**config.mk**
```make
export PLATFORM = sky130hd
export DESIGN_NAME = adder_mw_seq_flat
export DESIGN_NICKNAME = d
export VERILOG_FILES = /design/src/rtl/adder_mw_seq_pkg.sv /design/src/rtl/adder_mw_seq_if.sv /design/src/rtl/adder_mw_seq_adder_32.sv /design/src/rtl/adder_mw_seq.sv /design/src/flat_wrapper.sv
export SDC_FILE = /design/constraint.sdc
export NUM_CORES = 1
export LEC_CHECK = 0
export ABC_CLOCK_PERIOD_IN_PS = 14700
export CORE_UTILIZATION = 35
export DETAILED_ROUTE_END_ITERATION = 8
export PLACE_DENSITY = 0.72
export SYNTH_ARGS = -nofsm -noshare
export SYNTH_HDL_FRONTEND = slang
export SYNTH_SLANG_ARGS = --single-unit
```
**constraint.sdc**
```tcl
create_clock -name clk -period 14.7 [get_ports clk]
set_input_delay 2.205 -clock clk [delete_from_list [all_inputs] [get_ports clk]]
set_output_delay 2.205 -clock clk [all_outputs]
set_load 0.01 [all_outputs]
```
**src/rtl/adder_mw_seq_pkg.sv**
```systemverilog
// rtl/adder_mw_seq_pkg.sv - shared word width and sequencer state encoding
package adder_mw_seq_pkg;

  localparam int WORD_W = 32;

  typedef enum logic [1:0] {
    S_IDLE = 2'd0,
    S_RUN  = 2'd1,
    S_DONE = 2'd2
  } state_t;

endpackage

```
**src/rtl/adder_mw_seq_if.sv**
```systemverilog
// rtl/adder_mw_seq_if.sv - request/result handshake bundle of the multi-word add/sub sequencer
interface adder_mw_seq_if #(
  parameter int WORDS = 4
);
  localparam int W = 32 * WORDS;

  logic         req_valid;
  logic         req_ready;
  logic         req_mode;
  logic [W-1:0] req_a;
  logic [W-1:0] req_b;
  logic         res_valid;
  logic         res_ready;
  logic [W-1:0] res_sum;
  logic         res_carry;
  logic         res_overflow;
  logic         busy;

  modport master (
    output req_valid, req_mode, req_a, req_b, res_ready,
    input  req_ready, res_valid, res_sum, res_carry, res_overflow, busy
  );

  modport slave (
    input  req_valid, req_mode, req_a, req_b, res_ready,
    output req_ready, res_valid, res_sum, res_carry, res_overflow, busy
  );

endinterface

```
**src/rtl/adder_mw_seq_adder_32.sv**
```systemverilog
// rtl/adder_mw_seq_adder_32.sv - 32-bit adder slice exposing carry-out and carry into bit 31
module adder_32
  import adder_mw_seq_pkg::*;
(
  input  logic [WORD_W-1:0] i_a,
  input  logic [WORD_W-1:0] i_b,
  input  logic              i_cin,
  output logic [WORD_W-1:0] o_sum,
  output logic [1:0]        o_cout
);

  // Packs {carry out of bit 31, carry into bit 31, sum}.
  function automatic logic [WORD_W+1:0] add_slice(
    input logic [WORD_W-1:0] a,
    input logic [WORD_W-1:0] b,
    input logic              cin
  );
    logic [WORD_W-1:0] g;
    logic [WORD_W-1:0] p;
    logic [WORD_W-1:0] s;
    logic [WORD_W:0]   c;
    g    = a & b;
    p    = a ^ b;
    c[0] = cin;
    for (int i = 0; i < WORD_W; i++) begin
      c[i+1] = g[i] | (p[i] & c[i]);
    end
    s = p ^ c[WORD_W-1:0];
    return {c[WORD_W], c[WORD_W-1], s};
  endfunction

  logic [WORD_W+1:0] w_res;

  assign w_res  = add_slice(i_a, i_b, i_cin);
  assign o_sum  = w_res[WORD_W-1:0];
  assign o_cout = w_res[WORD_W+1:WORD_W];

endmodule

```
**src/rtl/adder_mw_seq.sv**
```systemverilog
// rtl/adder_mw_seq.sv - multi-word add/subtract sequencer, one 32-bit word per cycle LSW first
module adder_mw_seq
  import adder_mw_seq_pkg::*;
#(
  parameter int WORDS = 4
) (
  input  logic          clk,
  input  logic          rst_n,
  adder_mw_seq_if.slave bus
);

  localparam int W     = WORD_W * WORDS;
  localparam int IDX_W = (WORDS > 1) ? $clog2(WORDS) : 1;
  localparam logic [IDX_W-1:0] IDX_LAST = IDX_W'(WORDS - 1);

  state_t            r_state;
  logic [IDX_W-1:0]  r_idx;
  logic [W-1:0]      r_a;
  logic [W-1:0]      r_b;
  logic [W-1:0]      r_sum;
  logic              r_mode;
  logic              r_carry;
  logic              r_res_carry;
  logic              r_ovf;
  logic              r_valid;
  logic              r_req_ready;
  logic              r_busy;

  logic [WORD_W-1:0] w_b_word;
  logic [WORD_W-1:0] w_sum;
  logic [1:0]        w_cout;

  // Subtraction is a + ~b + 1; the +1 enters as the initial carry latched from mode.
  assign w_b_word = r_b[WORD_W-1:0] ^ {WORD_W{r_mode}};

  adder_32 u_adder (
    .i_a    (r_a[WORD_W-1:0]),
    .i_b    (w_b_word),
    .i_cin  (r_carry),
    .o_sum  (w_sum),
    .o_cout (w_cout)
  );

  always_ff @(posedge clk or negedge rst_n) begin
    if (!rst_n) begin
      r_state     <= S_IDLE;
      r_idx       <= '0;
      r_a         <= '0;
      r_b         <= '0;
      r_sum       <= '0;
      r_mode      <= 1'b0;
      r_carry     <= 1'b0;
      r_res_carry <= 1'b0;
      r_ovf       <= 1'b0;
      r_valid     <= 1'b0;
      r_req_ready <= 1'b1;
      r_busy      <= 1'b0;
    end else begin
      case (r_state)
        S_IDLE: begin
          if (bus.req_valid) begin
            r_a         <= bus.req_a;
            r_b         <= bus.req_b;
            r_mode      <= bus.req_mode;
            r_carry     <= bus.req_mode;
            r_idx       <= '0;
            r_state     <= S_RUN;
            r_req_ready <= 1'b0;
            r_busy      <= 1'b1;
          end
        end
        S_RUN: begin
          // Operands shift down so the active word is always at bit 0; results enter at the top.
          r_a     <= r_a >> WORD_W;
          r_b     <= r_b >> WORD_W;
          r_sum   <= {w_sum, r_sum[W-1:WORD_W]};
          r_carry <= w_cout[1];
          r_idx   <= r_idx + 1'b1;
          if (r_idx == IDX_LAST) begin
            r_res_carry <= w_cout[1] ^ r_mode;
            r_ovf       <= w_cout[1] ^ w_cout[0];
            r_valid     <= 1'b1;
            r_state     <= S_DONE;
          end
        end
        S_DONE: begin
          if (bus.res_ready) begin
            r_valid     <= 1'b0;
            r_req_ready <= 1'b1;
            r_busy      <= 1'b0;
            r_state     <= S_IDLE;
          end
        end
        default: begin
          r_state     <= S_IDLE;
          r_valid     <= 1'b0;
          r_req_ready <= 1'b1;
          r_busy      <= 1'b0;
        end
      endcase
    end
  end

  assign bus.req_ready    = r_req_ready;
  assign bus.res_valid    = r_valid;
  assign bus.res_sum      = r_sum;
  assign bus.res_carry    = r_res_carry;
  assign bus.res_overflow = r_ovf;
  assign bus.busy         = r_busy;

endmodule
```
**src/flat_wrapper.sv**
```systemverilog
// flat-port wrapper written by rule: the top's interface ports become plain ports
module adder_mw_seq_flat import adder_mw_seq_pkg::*;
#(
  parameter int WORDS = 4
)
  (clk, rst_n, bus_req_valid, bus_req_mode, bus_req_a, bus_req_b, bus_res_ready, bus_req_ready, bus_res_valid, bus_res_sum, bus_res_carry, bus_res_overflow, bus_busy);
  adder_mw_seq_if #(.WORDS(WORDS)) bus_i ();
  input  logic clk;
  input  logic rst_n;
  input wire logic [$bits(bus_i.req_valid)-1:0] bus_req_valid;
  input wire logic [$bits(bus_i.req_mode)-1:0] bus_req_mode;
  input wire logic [$bits(bus_i.req_a)-1:0] bus_req_a;
  input wire logic [$bits(bus_i.req_b)-1:0] bus_req_b;
  input wire logic [$bits(bus_i.res_ready)-1:0] bus_res_ready;
  output wire logic [$bits(bus_i.req_ready)-1:0] bus_req_ready;
  output wire logic [$bits(bus_i.res_valid)-1:0] bus_res_valid;
  output wire logic [$bits(bus_i.res_sum)-1:0] bus_res_sum;
  output wire logic [$bits(bus_i.res_carry)-1:0] bus_res_carry;
  output wire logic [$bits(bus_i.res_overflow)-1:0] bus_res_overflow;
  output wire logic [$bits(bus_i.busy)-1:0] bus_busy;
  assign bus_i.req_valid = bus_req_valid;
  assign bus_i.req_mode = bus_req_mode;
  assign bus_i.req_a = bus_req_a;
  assign bus_i.req_b = bus_req_b;
  assign bus_i.res_ready = bus_res_ready;
  assign bus_req_ready = bus_i.req_ready;
  assign bus_res_valid = bus_i.res_valid;
  assign bus_res_sum = bus_i.res_sum;
  assign bus_res_carry = bus_i.res_carry;
  assign bus_res_overflow = bus_i.res_overflow;
  assign bus_busy = bus_i.busy;
  adder_mw_seq #(.WORDS(WORDS)) u_core (.clk(clk), .rst_n(rst_n), .bus(bus_i));
endmodule
```
==> out/results.ini, run 1 <==
[run_status]
status=completed

[hold_path]
min_to=u_core.bus.res_sum[27]
hold_path_class=register to register
worstHoldStart=u_core.bus.res_sum[27]
min_delay_path_depth=2

[finish]
n_fill_cell=4821
utilization_pct=46.6
seq_area_um2=9890
multi_input_area_um2=7540
drive_gt1_share_pct=10.8
layout.nets=2434
area_growth_pct=31.3

[synthesis]
synth_most_common_cell=dfrtp_1
netlist_instances=1837
synth_top_area_cell=dfrtp_1
ys_warn_count=0
synth_ff_type=dfrtp_1
syn_nets=2131
synth_top_family_by_area=simple AND/OR/NAND/NOR gates
synth_edf_count=0
syn_avg_cell_area_um2=9.96
synth_top_area_share_pct=53.9
synth_compound_area_share_pct=16.0
synthDistinctLibCells=32
ys_ff_latch=395
synthMuxAreaShare_pct=0.0616
yosys.area_share.simple_pct=19.6
synthXorXnorAreaFrac_pct=1.63
synth_seq_area_share_pct=54.0
synth_area_um2=18300
synth_top_cells_by_count=dfrtp_1, nor2_1, nand2_1
synth_fa_ha_area_share_pct=3.57
async_flop_share_pct=100
synthTopCellsByArea=dfrtp_1, nor2_1, nand2_1

[clocking]
cts-hold-fix-buffers=0
cts_made_buffers=45
cts_tree=built
cts_buffer_depth=3
path_clk_slew_ns=0.06
cts_sinks=395
htree_num_levels=2
worstSkewPairLatency_ns=0.57
cts-root-buf=clkbuf_16

[detailed_routing]
wire_per_inst_um=19.7
ant_nets=0
dr_total_vias=14700
drt_wl_total_um=56300
firstDrtPassIters=5
drc=0
drt_iter0_markers=863
viasPerCell=5.12

[worst_setup_path]
rr_endpoint=u_core.bus.res_sum[127]
required_ns=15.16
crit_fanout=3
endpoint_kind=register
crit_type=register to register
startpoint_type=register
critPathSlowestCell=fa_1
reg2reg_depth=37
slowest_delay_ns=0.45
crit_arrival_ns=14.59
reg2reg_setup_slack_ns=0.56
r2r-start=u_core.r_mode
cp_common_cell=fa_1

[power]
p_per_area_nw_per_um2=251
leakage_uw=0.0103
vdd_drop_max_uv=121

[sta]
tightest_slew_ns=1.14
finalHoldViolCount=0
timing.final.crit_share_pct=96.2
slew_violations=0
rsz0062_at_grt=false
max_freq_mhz=70.7
max_slew_margin_pct=23.7
period_needed_ns=14.14
holdWs_ns=0.473
setup_viol_count_final=0
skew_ns=0.00876

[global_route]
grt_max_degree=107
grt_overflow=0
grtUsageMet3_pct=3.43
top_usage_layer=met2
grt_pass1_wl_um=86000
grt_pass1_vias=14800
met1_usage_pct=27.3
grt_usage_pct=21.0
antenna_found_initial=14
met2_usage_pct=34.7

[run]
maxCapViolCount=0

[floorplanning]
dieHeight_um=231
die_w_um=231
pin_count=394
initial_core_util_pct=35.5
die_area_um2=53200
row_count=83
fp.coreArea_um2=51500

[place]
portBuffers=393
place_congestion=0.854
hpwl_um=40100

==> how the worst max path moves through the flow <==
stage	startpoint	slack, ns	depth (start not counted)	end
2_1_floorplan	u_core.r_mode	0.48	38	u_core.bus.res_sum[127]
6_report	u_core.r_mode	0.56	37	u_core.bus.res_sum[127]
3_5_place_dp	u_core.r_mode	-0.07	37	u_core.bus.res_sum[127]
3_3_place_gp	u_core.r_mode	0.06	37	u_core.bus.res_sum[127]
4_1_cts	u_core.r_mode	0.03	37	u_core.bus.res_sum[127]
5_1_grt	u_core.r_mode	0.05	37	u_core.bus.res_sum[127]
==> flip-flops by register name, summed over array words and instances (netlist names), 2 cells and up <==
| name | count |
|---|---|
| u_core.bus.res_sum | 128 |
| u_core.r_a | 128 |
| u_core.r_b | 128 |
| u_core.r_idx | 2 |
| u_core.r_state | 2 |
==> layout make-up <==
class / instances / share of cell area, %
Sequential cell: 395 / 41.2
Inverter: 33 / 0.516
Tap cell: 680 / 3.54
Timing Repair Buffer: 412 / 17.0
Antenna cell: 10 / 0.104
Clock inverter: 15 / 0.583
Clock buffer: 67 / 5.67
Multi-Input combinational cell: 1253 / 31.4
==> what timing repair did <==
action / CTS / global route
hold endpoints to repair: 0 / 0
endpoints found under the setup margin: 4 / 4
buffers inserted: 0 / 0
gates cloned: 0 / 0
gates resized for setup: 2 / 9
==> per-layer routing <==
| metal | share of wire, % | up-vias |
|---|---|---|
| met4 | 3.3 | 12 |
| li1 | - | 6860 |
| met1 | 43 | 7305 |
| met2 | 49 | 396 |
| met3 | 5.0 | 108 |
| met5 | 0.13 | - |
==> critical path: cells and delay by family (launching register included) <==
kind          cells  cell delay [ns]
buf+inv           2             0.15
fa+ha+maj        32            13.14
simple gates      2             0.13
xor+xnor          1             0.17
flops             1             0.44
==> metrics by stage <==
step / power, uW / area (um^2) / TNS (ns) / instances / setup slack (ns)
2_1_floorplan: 3860 / 18300 / 0 / 1837 / 0.482
3_3_place_gp: 4820 / 22500 / 0 / 2773 / 0.0605
3_5_place_dp: 4930 / 22500 / -0.155 / 2773 / -0.0708
4_1_cts: 6090 / 24000 / 0 / 2855 / 0.0316
5_1_grt: 6470 / 24000 / 0 / 2863 / 0.0517
6_report: 6030 / 24000 / 0 / 2865 / 0.565
==> logic make-up after synthesis <==
family | count (synthesis)
multiplexers | 1
buffers and inverters | 189
adder cells (fa/ha/maj) | 33
AND/OR/NAND/NOR | 886
AO/OA/AOI/OAI | 299
flip-flops | 395
XOR/XNOR | 34
==> layout by cell type, fill, tap and decap left out, types with 19 or more instances in the layout <==
cell type        instances
clkdlybuf4s50_1        392
dfrtp_1                391
nor2_1                 358
nand2_1                330
nor3_1                 193
a211oi_2                89
a211oi_1                73
a22o_1                  65
clkbuf_16               47
inv_1                   33
o21ai_0                 32
xnor2_1                 31
a221oi_2                30
fa_1                    22
buf_4                   19
==> power breakdown <==
| group | leakage (uW) | internal [uW] | switching, uW |
|---|---|---|---|
| clock network | 0.000738 | 676 | 462 |
| registers | 0.00485 | 1620 | 405 |
| logic | 0.00473 | 1250 | 1620 |
| total | 0.0103 | 3550 | 2480 |
No activity file was read; power rests on OpenSTA's default activity.
==> inputs of run 2 (changes only) <==
--- a/config.mk
+++ b/config.mk
@@ -9,6 +9,7 @@
 export CORE_UTILIZATION = 35
 export DETAILED_ROUTE_END_ITERATION = 8
 export PLACE_DENSITY = 0.72
+export REMOVE_ABC_BUFFERS = 1
 export SYNTH_ARGS = -nofsm -noshare
 export SYNTH_HDL_FRONTEND = slang
 export SYNTH_SLANG_ARGS = --single-unit
==> run 2 against run 1 <==
  * Via count up 0.14%
  * Combinational power about the same
  * Design area up 0.19%
  * Clock power about the same
  * Routed wire length down 5.4%
  * Sequential power down 2%
  * Worst setup slack worse by 0.053 ns
  * Final cell count up 0.45%
  * Flip-flop and latch count unchanged
  * Core utilization up 0.090 points
  * Highest routed layer unchanged
==> out/results.ini, run 2 (synthesis gave the netlist of run 1 again) <==
[global_route]
grt_pass1_vias=14800
grt_usage_pct=19.8
grt_overflow=0
grt_pass1_wl_um=83100
grt_max_degree=166
antenna_found_initial=20

[clocking]
cts_tree=built
path_clk_slew_ns=0.06
cts_made_buffers=46
htree_num_levels=2
cts_sinks=395
cts_buffer_depth=3
cts-root-buf=clkbuf_16
worstSkewPairLatency_ns=0.58

[power]
total_power_uw=5930
vdd_drop_max_uv=112
p_per_area_nw_per_um2=247
leakage_uw=0.0103

[run_status]
status=completed

[run]
maxCapViolCount=0

[worst_setup_path]
crit_fanout=2
slowest_delay_ns=0.45
r2r-start=u_core.r_mode
crit_arrival_ns=14.63
cp_common_cell=fa_1
critPathSlowestCell=fa_1
startpoint_type=register
crit_type=register to register
endpoint_kind=register
crit_start=u_core.r_mode
required_ns=15.14

[finish]
seq_area_um2=9890
n_fill_cell=4777
multi_input_area_um2=7540
drive_gt1_share_pct=11.0
mostFrequentLayoutCell=clkdlybuf4s50_1
area_growth_pct=31.6
layout.nets=2441
final_area_um2=24100
utilization_pct=46.7
final_cell_mix=clkdlybuf4s50_1, dfrtp_1, nor2_1, nand2_1, nor3_1

[place]
placedInstanceArea_um2=22500
hpwl_um=34200
place_congestion=0.830
portBuffers=393

[sta]
tns_ns=0
slew_violations=0
max_freq_mhz=70.5
tightest_slew_ns=1.07
period_needed_ns=14.19
max_slew_margin_pct=28.7
timing.final.crit_share_pct=96.5
skew_ns=0.0178
rsz0062_at_grt=false
finalHoldViolCount=0
setup_viol_count_final=0

[detailed_routing]
wire_per_inst_um=18.5
drc=0
viasPerCell=5.11
firstDrtPassIters=5
dr_total_vias=14700
drt_wl_total_um=53300
ant_nets=0
drt_iter0_markers=1060

[floorplanning]
fp.coreArea_um2=51500
die_w_um=231
die_area_um2=53200
pin_count=394
row_count=83
dieHeight_um=231
initial_core_util_pct=35.5

[hold_path]
hold_path_class=register to register
worstHoldStart=u_core.bus.res_sum[13]

## run 2: cell types whose count changed in the layout (fill, tap and decap cells not counted), sizes merged
cell / before / now
bufinv: 2 / 1
clkbuf: 67 / 66
buf: 20 / 26
diode: 10 / 19
clkinvlp: 3 / 2
inv: 35 / 33
clkinv: 8 / 11
## run 2: final timing paths
path | end | slack, ns | depth (start not counted)
max | u_core.bus.res_carry | 0.51 | 38
min | u_core.bus.res_sum[13] | 0.47 | 2
max reg2reg | u_core.bus.res_carry | 0.51 | 38
min reg2reg | u_core.bus.res_sum[13] | 0.47 | 2
max in group asynchronous | u_core.r_b[39] | 11.49 | 2
min in group asynchronous | u_core.bus.res_sum[92] | 1.72 | 1
## run 2: worst max-delay path: cells and delay by family, from the launching register on
kind | cells | cell delay (ns)
compound gates | 1 | 0.09
xor+xnor | 2 | 0.29
flops | 1 | 0.40
fa+ha+maj | 32 | 12.98
buf+inv | 3 | 0.29
## run 2: area by class of cell
class                           count  share of cell area [%]
Antenna cell                       19                   0.198
Clock buffer                       66                    5.65
Tap cell                          680                    3.54
Multi-Input combinational cell   1253                    31.3
Sequential cell                   395                    41.1
Timing Repair Buffer              418                    17.2
Inverter                           33                   0.515
Clock inverter                     14                   0.447
## run 2: per-layer routing
metal / vias up / share of wire, % / GRT usage [%]
li1: 6863 / - / -
met1: 7382 / 43 / 25.2
met2: 345 / 50 / 32.3
met3: 108 / 4.2 / 3.40
met4: 4 / 3.5 / 9.95
met5: - / 0.041 / 0
## run 2: through the flow
step / worst slack (ns) / instances / hold WS [ns]
after floorplan: -0.328 / 1681 / 0.454
after global placement: -0.334 / 2779 / 0.457
after detailed placement: -0.444 / 2779 / 0.462
after CTS: 0.0349 / 2859 / 0.476
after global routing: 0.00795 / 2877 / 0.487
final: 0.511 / 2878 / 0.473
## run 2: repair_timing
action	CTS	global route
setup buffers	0	0
pin swaps	0	1
resized for setup	7	6
hold buffers	0	0
setup endpoints to repair	5	4
## run 2: power by group
| group | internal [uW] | switching, uW |
|---|---|---|
| Clock | 658 | 462 |
| Combinational | 1250 | 1580 |
| Sequential | 1620 | 366 |
